## src/rtl/pong_pkg.sv

```systemverilog
`default_nettype none
// ============================================================================
// Module      : pong_pkg
// Description : Shared constants for the ball motion block. Holds the
//               direction encoding, the controller state encoding and the
//               helper functions that size position and speed buses.
// Revision    : 1.0 - initial release
// ============================================================================
package pong_pkg;

    // Horizontal direction encoding
    localparam logic c_DIR_RIGHT = 1'b0;
    localparam logic c_DIR_LEFT  = 1'b1;

    // Vertical direction encoding
    localparam logic c_DIR_DOWN  = 1'b0;
    localparam logic c_DIR_UP    = 1'b1;

    // LEFT and UP share an encoding: both move the coordinate toward zero.
    // The axis helper relies on this to serve both axes.
    localparam logic c_DIR_TOWARD_ZERO = 1'b1;

    // Controller state encoding
    localparam int         c_STATE_W      = 2;
    localparam logic [1:0] c_ST_IDLE      = 2'd0;
    localparam logic [1:0] c_ST_MOVING    = 2'd1;
    localparam logic [1:0] c_ST_MISS_HOLD = 2'd2;

    // Bits needed for a coordinate in the range 0 .. extent-1
    function automatic int pos_width(input int extent);
        return (extent > 1) ? $clog2(extent) : 1;
    endfunction

    // Bits needed to hold a speed value in the range 0 .. max_speed
    function automatic int speed_width(input int max_speed);
        return (max_speed > 0) ? $clog2(max_speed + 1) : 1;
    endfunction

endpackage
`default_nettype wire

```

## src/rtl/ball_axis.sv

```systemverilog
`default_nettype none
// ============================================================================
// Module      : ball_axis
// Description : Combinational step arithmetic for one ball axis. Advances a
//               coordinate by the current speed and clamps it to 0 or LIMIT,
//               and reports edge conditions used for bounce / hit decisions.
// Ports       : i_pos          current coordinate
//               i_dir          1 = toward 0 (LEFT/UP), 0 = toward LIMIT
//               i_speed        step size in pixels
//               o_next_pos     coordinate after one step, clamped
//               o_next_at_edge the step reached or passed the edge
//               o_at_edge      coordinate already sits on the edge it heads to
//               o_return_pos   coordinate after reflecting off that edge
// Revision    : 1.0 - initial release
// ============================================================================
module ball_axis
    import pong_pkg::*;
#(
    parameter int W     = 10,
    parameter int SW    = 3,
    parameter int LIMIT = 632
) (
    input  logic [W-1:0]  i_pos,
    input  logic          i_dir,
    input  logic [SW-1:0] i_speed,
    output logic [W-1:0]  o_next_pos,
    output logic          o_next_at_edge,
    output logic          o_at_edge,
    output logic [W-1:0]  o_return_pos
);

    localparam logic [W:0]   c_LIMIT_EXT = (W+1)'(LIMIT);
    localparam logic [W-1:0] c_LIMIT     = W'(LIMIT);

    // One extra bit so pos + speed never wraps before the comparison.
    logic [W:0] w_pos_ext;
    logic [W:0] w_spd_ext;
    logic [W:0] w_sum;

    assign w_pos_ext = {1'b0, i_pos};
    assign w_spd_ext = (W+1)'(i_speed);
    assign w_sum     = w_pos_ext + w_spd_ext;

    always_comb begin
        o_next_pos     = i_pos;
        o_next_at_edge = 1'b0;
        if (i_dir == c_DIR_TOWARD_ZERO) begin
            if (w_pos_ext <= w_spd_ext) begin
                o_next_pos     = '0;
                o_next_at_edge = 1'b1;
            end else begin
                o_next_pos = W'(w_pos_ext - w_spd_ext);
            end
        end else begin
            if (w_sum >= c_LIMIT_EXT) begin
                o_next_pos     = c_LIMIT;
                o_next_at_edge = 1'b1;
            end else begin
                o_next_pos = W'(w_sum);
            end
        end
    end

    assign o_at_edge    = (i_dir == c_DIR_TOWARD_ZERO) ? (i_pos == '0) : (i_pos == c_LIMIT);
    assign o_return_pos = (i_dir == c_DIR_TOWARD_ZERO) ? W'(w_spd_ext)
                                                       : W'(c_LIMIT_EXT - w_spd_ext);

endmodule
`default_nettype wire

```

## src/rtl/ball_motion.sv

```systemverilog
`default_nettype none
// ============================================================================
// Module      : ball_motion
// Description : Pong ball controller. Serves the ball from the screen centre,
//               moves it once per frame tick, bounces it off the top and
//               bottom walls, returns it from latched paddle hits and holds
//               it after a miss before re-centring.
// Ports       : i_Clk, i_Reset          clock, synchronous active-high reset
//               i_Frame_Tick            one-cycle pulse per frame
//               i_Serve, i_Serve_Dir    start play from IDLE, initial hdir
//               i_Hit_Left/Right        paddle overlap, any cycle
//               i_Switch                debug direction override
//               o_Ball_X/Y              ball top-left position
//               o_HDir/o_VDir           RIGHT=0 LEFT=1 / DOWN=0 UP=1
//               o_Miss_Left/Right       one-cycle miss pulses
//               o_Speed, o_Rally        step size, hits in this rally
//               o_State                 IDLE=0 MOVING=1 MISS_HOLD=2
// Config      : define BALL_DEBUG_SWITCH_EN to enable the i_Switch override;
//               otherwise i_Switch is ignored.
// Revision    : 1.0 - initial release
// ============================================================================
module ball_motion
    import pong_pkg::*;
#(
    parameter int H_ACTIVE      = 640,
    parameter int V_ACTIVE      = 480,
    parameter int BALL_SIZE     = 8,
    parameter int MAX_SPEED     = 4,
    parameter int HITS_PER_STEP = 4,
    parameter int HOLD_FRAMES   = 60
) (
    input  logic                                i_Clk,
    input  logic                                i_Reset,
    input  logic                                i_Frame_Tick,
    input  logic                                i_Serve,
    input  logic                                i_Serve_Dir,
    input  logic                                i_Hit_Left,
    input  logic                                i_Hit_Right,
    input  logic [3:0]                          i_Switch,
    output logic [pos_width(H_ACTIVE)-1:0]      o_Ball_X,
    output logic [pos_width(V_ACTIVE)-1:0]      o_Ball_Y,
    output logic                                o_HDir,
    output logic                                o_VDir,
    output logic                                o_Miss_Left,
    output logic                                o_Miss_Right,
    output logic [speed_width(MAX_SPEED)-1:0]   o_Speed,
    output logic [7:0]                          o_Rally,
    output logic [c_STATE_W-1:0]                o_State
);

    localparam int c_XW   = pos_width(H_ACTIVE);
    localparam int c_YW   = pos_width(V_ACTIVE);
    localparam int c_SW   = speed_width(MAX_SPEED);
    localparam int c_HW   = (HOLD_FRAMES > 1) ? $clog2(HOLD_FRAMES) : 1;
    localparam int c_XMAX = H_ACTIVE - BALL_SIZE;
    localparam int c_YMAX = V_ACTIVE - BALL_SIZE;

    localparam logic [c_XW-1:0] c_X_CENTRE  = c_XW'(c_XMAX / 2);
    localparam logic [c_YW-1:0] c_Y_CENTRE  = c_YW'(c_YMAX / 2);
    localparam logic [c_SW-1:0] c_SPEED_ONE = c_SW'(1);
    localparam logic [c_SW-1:0] c_SPEED_MAX = c_SW'(MAX_SPEED);
    localparam logic [c_HW-1:0] c_HOLD_LAST = c_HW'(HOLD_FRAMES - 1);
    localparam logic [7:0]      c_RALLY_MAX = 8'hFF;

    // ------------------------------------------------------------------
    // State registers
    // ------------------------------------------------------------------
    logic [c_STATE_W-1:0] r_state;
    logic [c_XW-1:0]      r_x;
    logic [c_YW-1:0]      r_y;
    logic                 r_hdir;
    logic                 r_vdir;
    logic [c_SW-1:0]      r_speed;
    logic [7:0]           r_rally;
    logic                 r_hit_l;
    logic                 r_hit_r;
    logic                 r_miss_l;
    logic                 r_miss_r;
    logic [c_HW-1:0]      r_hold_cnt;

    // ------------------------------------------------------------------
    // Per-axis step arithmetic
    // ------------------------------------------------------------------
    logic [c_XW-1:0] w_x_next;
    logic            w_x_next_edge;
    logic            w_x_at_edge;
    logic [c_XW-1:0] w_x_return;
    logic [c_YW-1:0] w_y_next;
    logic            w_y_next_edge;
    logic            w_y_at_edge;
    logic [c_YW-1:0] w_y_return;

    ball_axis #(
        .W     (c_XW),
        .SW    (c_SW),
        .LIMIT (c_XMAX)
    ) u_axis_x (
        .i_pos          (r_x),
        .i_dir          (r_hdir),
        .i_speed        (r_speed),
        .o_next_pos     (w_x_next),
        .o_next_at_edge (w_x_next_edge),
        .o_at_edge      (w_x_at_edge),
        .o_return_pos   (w_x_return)
    );

    ball_axis #(
        .W     (c_YW),
        .SW    (c_SW),
        .LIMIT (c_YMAX)
    ) u_axis_y (
        .i_pos          (r_y),
        .i_dir          (r_vdir),
        .i_speed        (r_speed),
        .o_next_pos     (w_y_next),
        .o_next_at_edge (w_y_next_edge),
        .o_at_edge      (w_y_at_edge),
        .o_return_pos   (w_y_return)
    );

    // x clamps without reversing, so its arrival flag is not needed; y only
    // bounces, so its at-edge and return values are not needed.
    logic w_unused_axis;
    assign w_unused_axis = ^{w_x_next_edge, w_y_at_edge, w_y_return};

    // ------------------------------------------------------------------
    // Hit evaluation and rally / speed bookkeeping
    // ------------------------------------------------------------------
    // A hit arriving in the same cycle as the tick still counts.
    logic       w_hit_now;
    logic [7:0] w_rally_inc;
    logic       w_speed_up;

    assign w_hit_now   = (r_hdir == c_DIR_LEFT) ? (r_hit_l | i_Hit_Left)
                                                : (r_hit_r | i_Hit_Right);
    assign w_rally_inc = (r_rally == c_RALLY_MAX) ? r_rally : r_rally + 8'd1;
    // Speed steps only when the rally actually advanced onto a multiple.
    assign w_speed_up  = (r_rally != c_RALLY_MAX)
                      && ((int'(w_rally_inc) % HITS_PER_STEP) == 0)
                      && (r_speed < c_SPEED_MAX);

    // ------------------------------------------------------------------
    // Debug direction override
    // ------------------------------------------------------------------
`ifdef BALL_DEBUG_SWITCH_EN
    logic w_sw_active;
    logic w_sw_hdir;
    logic w_sw_vdir;

    // Highest set bit has priority.
    always_comb begin
        w_sw_active = |i_Switch;
        w_sw_hdir   = r_hdir;
        w_sw_vdir   = r_vdir;
        if (i_Switch[3]) begin
            w_sw_hdir = c_DIR_RIGHT;
            w_sw_vdir = c_DIR_DOWN;
        end else if (i_Switch[2]) begin
            w_sw_hdir = c_DIR_RIGHT;
            w_sw_vdir = c_DIR_UP;
        end else if (i_Switch[1]) begin
            w_sw_hdir = c_DIR_LEFT;
            w_sw_vdir = c_DIR_DOWN;
        end else if (i_Switch[0]) begin
            w_sw_hdir = c_DIR_LEFT;
            w_sw_vdir = c_DIR_UP;
        end
    end
`else
    logic w_unused_switch;
    assign w_unused_switch = ^i_Switch;
`endif

    // ------------------------------------------------------------------
    // Controller
    // ------------------------------------------------------------------
    always_ff @(posedge i_Clk) begin
        if (i_Reset) begin
            r_state    <= c_ST_IDLE;
            r_x        <= c_X_CENTRE;
            r_y        <= c_Y_CENTRE;
            r_hdir     <= c_DIR_RIGHT;
            r_vdir     <= c_DIR_UP;
            r_speed    <= c_SPEED_ONE;
            r_rally    <= 8'd0;
            r_hit_l    <= 1'b0;
            r_hit_r    <= 1'b0;
            r_miss_l   <= 1'b0;
            r_miss_r   <= 1'b0;
            r_hold_cnt <= '0;
        end else begin
            r_miss_l <= 1'b0;
            r_miss_r <= 1'b0;
            case (r_state)
                c_ST_IDLE: begin
                    r_hit_l <= 1'b0;
                    r_hit_r <= 1'b0;
                    if (i_Serve) begin
                        r_state <= c_ST_MOVING;
                        r_x     <= c_X_CENTRE;
                        r_y     <= c_Y_CENTRE;
                        r_hdir  <= i_Serve_Dir;
                        r_vdir  <= c_DIR_UP;
                        r_speed <= c_SPEED_ONE;
                        r_rally <= 8'd0;
                    end
                end

                c_ST_MOVING: begin
                    if (i_Frame_Tick) begin
                        // Vertical: move and bounce in the same tick.
                        r_y <= w_y_next;
                        if (w_y_next_edge) begin
                            r_vdir <= ~r_vdir;
                        end

                        // Horizontal: a ball resting on the edge it heads
                        // toward is returned by a hit or lost by a miss.
                        if (w_x_at_edge) begin
                            if (w_hit_now) begin
                                r_x     <= w_x_return;
                                r_hdir  <= ~r_hdir;
                                r_rally <= w_rally_inc;
                                if (w_speed_up) begin
                                    r_speed <= r_speed + c_SPEED_ONE;
                                end
                            end else begin
                                r_miss_l   <= (r_hdir == c_DIR_LEFT);
                                r_miss_r   <= (r_hdir == c_DIR_RIGHT);
                                r_state    <= c_ST_MISS_HOLD;
                                r_hold_cnt <= '0;
                            end
                        end else begin
                            r_x <= w_x_next;
                        end

                        r_hit_l <= 1'b0;
                        r_hit_r <= 1'b0;
                    end else begin
                        if (i_Hit_Left) begin
                            r_hit_l <= 1'b1;
                        end
                        if (i_Hit_Right) begin
                            r_hit_r <= 1'b1;
                        end
                    end
`ifdef BALL_DEBUG_SWITCH_EN
                    // Placed last so it wins over bounce and hit results.
                    if (w_sw_active) begin
                        r_hdir <= w_sw_hdir;
                        r_vdir <= w_sw_vdir;
                    end
`endif
                end

                c_ST_MISS_HOLD: begin
                    r_hit_l <= 1'b0;
                    r_hit_r <= 1'b0;
                    if (i_Frame_Tick) begin
                        if (r_hold_cnt == c_HOLD_LAST) begin
                            r_state    <= c_ST_IDLE;
                            r_x        <= c_X_CENTRE;
                            r_y        <= c_Y_CENTRE;
                            r_hdir     <= c_DIR_RIGHT;
                            r_vdir     <= c_DIR_UP;
                            r_speed    <= c_SPEED_ONE;
                            r_rally    <= 8'd0;
                            r_hold_cnt <= '0;
                        end else begin
                            r_hold_cnt <= r_hold_cnt + 1'b1;
                        end
                    end
                end

                default: begin
                    r_state <= c_ST_IDLE;
                    r_x     <= c_X_CENTRE;
                    r_y     <= c_Y_CENTRE;
                    r_hit_l <= 1'b0;
                    r_hit_r <= 1'b0;
                end
            endcase
        end
    end

    assign o_Ball_X     = r_x;
    assign o_Ball_Y     = r_y;
    assign o_HDir       = r_hdir;
    assign o_VDir       = r_vdir;
    assign o_Miss_Left  = r_miss_l;
    assign o_Miss_Right = r_miss_r;
    assign o_Speed      = r_speed;
    assign o_Rally      = r_rally;
    assign o_State      = r_state;

endmodule
`default_nettype wire
```

## config.mk

```make
export PLATFORM = sky130hd
export DESIGN_NAME = ball_motion
export DESIGN_NICKNAME = d
export VERILOG_FILES = /design/src/rtl/pong_pkg.sv /design/src/rtl/ball_axis.sv /design/src/rtl/ball_motion.sv
export SDC_FILE = /design/constraint.sdc
export NUM_CORES = 1
export LEC_CHECK = 0
export CORE_ASPECT_RATIO = 0.9
export CORE_MARGIN = 2
export CORE_UTILIZATION = 45
export DETAILED_ROUTE_END_ITERATION = 6
export GPL_ROUTABILITY_DRIVEN = 1
export MAX_ROUTING_LAYER = met4
export PLACE_DENSITY = 0.67
export SLEW_MARGIN = 20
export SYNTH_ARGS = -nofsm -noshare
export SYNTH_HDL_FRONTEND = slang
export SYNTH_HIERARCHICAL = 1
export SYNTH_SLANG_ARGS = --single-unit
```

## constraint.sdc

```tcl
create_clock -name i_Clk -period 3.8 [get_ports i_Clk]
set_input_delay 0.76 -clock i_Clk [delete_from_list [all_inputs] [get_ports i_Clk]]
set_output_delay 0.76 -clock i_Clk [all_outputs]
set_load 0.01 [all_outputs]
```

==> run_results.csv <==
group,metric,value,unit
placed_design,pre_cts_ws,0.740,ns
clock_network,ctsResizeCount,0,
sta,maxSlewHeadroom,38.4,%
synth,syn_area_per_cell,7.74,um2
synth,synth_cells,493,
die,die_y,91.4,um
sta,worst_slack,0.696,ns
clock_network,clkTransAtPathRegs,0.09,ns
drt,via_per_inst,6.24,
sta,fin_worst_skew,0.0143,ns
global_routing,grt_pass1_wl,17.2,mm
drt,wl_per_cell,16.4,um
cells_and_area,n_antenna_cell,0,
critical_path,endpoint_kind,"flop",
clock_network,ctsHoldBuffers,0,
drt,drt-pass1-iter-count,5,
drt,num_vias,3866,
critical_path,critPathMaxFanout,13,
synth,yosysWarnings,6,
placed_design,hpwl,7.45,mm
critical_path,critPathKind,"reg -> reg",
critical_path,startpoint_type,"flop",
critical_path,r2r_slack,0.70,ns
drt,ant_nets,0,
cells_and_area,mostFrequentLayoutCell,"dfxtp_1",
die,dieArea,0.00923,mm2
clock_network,clock_tree.root_cell,"clkbuf_8",
placed_design,routabilityCongestion,0.868,
min_path,hold_depth,2,
die,die_x,101,um
clock_network,htree_levels,2,
die,core,0.00815,mm2
power,p_leak,0.00159,uW
drt,drtIter0Drc,220,
clock_network,clock_sinks,44,
placed_design,port_buffers,42,
power,power_density,493,mW/mm2
sta,hold_viol,0,
global_routing,top_usage_layer,"met2",
global_routing,antenna_found_initial,0,
global_routing,grt_use_met3,2.16,%
cells_and_area,drive_gt1_share,9.40,%
sta,timing.final.crit_period,3.10,ns
power,max-vdd-ir-drop,196,uV
drt,drc,0,
sta,finalSetupTns,0,ns
sta,setup_violations,0,
global_routing,met2_usage,35.9,%
sta,fin_crit_sh,81.7,%
cells_and_area,areaGrowthSynthToFinish,15.2,%
global_routing,grt_max_degree,27,
run,maxCapViolations,0,
sta,drv_slew,0,
die,start_util,46.9,%
global_routing,grt_use_met1,31.3,%
global_routing,grt.total_usage,22.9,%
sta,fmax,322,MHz
critical_path,cp_data_required_time,4.03,ns
critical_path,reg2regPathDepth,9,
global_routing,overflow,0,
clock_network,cts_setup_buffers,0,
critical_path,r2r-start,"o_Ball_X[4]",
synth,syn-cell-area,0.00382,mm2
cells_and_area,nNetsFinal,554,
critical_path,r2r_end,"o_Rally[6]",
outcome,outcome,"finished clean",
min_path,whs_endpoint,"r_hold_cnt[1]",
min_path,hold_start,"r_hold_cnt[1]",
cells_and_area,final_cell_mix,"dfxtp_1 (44), clkdlybuf4s50_1 (42), nand2_1 (38)",
die,ios,47,
global_routing,grt_pass1_vias,3558,
min_path,hold_class,"reg -> reg",
clock_network,clock_latency,0.30,ns
sta,whs,0.479,ns
sta,tightest_slew,0.924,ns
sta,rsz0062_at_grt,"no",
clock_network,clk_path_buf_depth,2,
drt,finalWirelength,10.2,mm
critical_path,cp.arrival,3.33,ns
clock_network,cts_tree,"yes",
clock_network,cts_buffers,5,
die,num_rows,31,
cells_and_area,fin_util,54.0,%
[where the power goes]
| part | internal, uW | switching [uW] |
|---|---|---|
| clock network | 215 | 173 |
| registers | 514 | 89.4 |
| logic | 507 | 667 |
| total | 1240 | 930 |
[flip-flops by register name (all words and copies together) (netlist names)]
register / count
o_Rally: 8
r_hit_r: 1
o_VDir: 1
o_Miss_Left: 1
r_hold_cnt: 6
o_State: 2
o_Ball_Y: 9
o_Ball_X: 10
r_hit_l: 1
o_Speed: 3
o_HDir: 1
o_Miss_Right: 1
[worst max-delay path: stages (launching register included)]
cell and delay [ns]:
dfxtp_1 0.43, or3_1 0.41, or3_4 0.36, o21ai_0 0.13, and3_1 0.20, or2b_2 0.16, nand3_4 0.10, a2111o_1 0.57
or4_1 0.52, a21oi_1 0.14
[metal layers]
layer | part of all wire [%] | wire length [um] | up-vias
met5 | 0 | 0 | -
li1 | - | - | 1864
met1 | 48 | 4850 | 1869
met3 | 4.6 | 468 | 16
met2 | 46 | 4690 | 117
met4 | 1.5 | 148 | 0
[worst max-delay path by stage]
stage | start | end | slack [ns] | cells after the start
global route | o_Ball_X[4] | o_Rally[6] | 0.51 | 9
floorplan | o_Speed[1] | o_Ball_X[5] | 0.92 | 11
detailed placement | o_Ball_X[4] | o_Rally[6] | 0.74 | 9
finish | o_Ball_X[4] | o_Rally[6] | 0.70 | 9
global placement | o_Ball_X[4] | o_Rally[5] | 0.78 | 9
CTS | o_Ball_X[4] | o_Rally[6] | 0.71 | 9
[area by class of cell]
| class | count | area (um2) |
|---|---|---|
| flip-flops and latches | 44 | 881 |
| well taps | 99 | 124 |
| multi-input cells | 390 | 2670 |
| fillers | 788 | 3750 |
| clock buffers | 6 | 82.6 |
| repair buffers | 54 | 510 |
| clock inverters | 2 | 38.8 |
| inverters | 25 | 93.8 |
[per-stage QoR]
step / cells / power (uW) / instance area (um2)
after floorplan: 494 / 1450 / 3820
after global placement: 612 / 1740 / 4270
after detailed placement: 612 / 1770 / 4270
after CTS: 620 / 2160 / 4400
after global routing: 620 / 2310 / 4400
final: 620 / 2170 / 4400
Note: power is estimated with default switching activity, not from simulation.
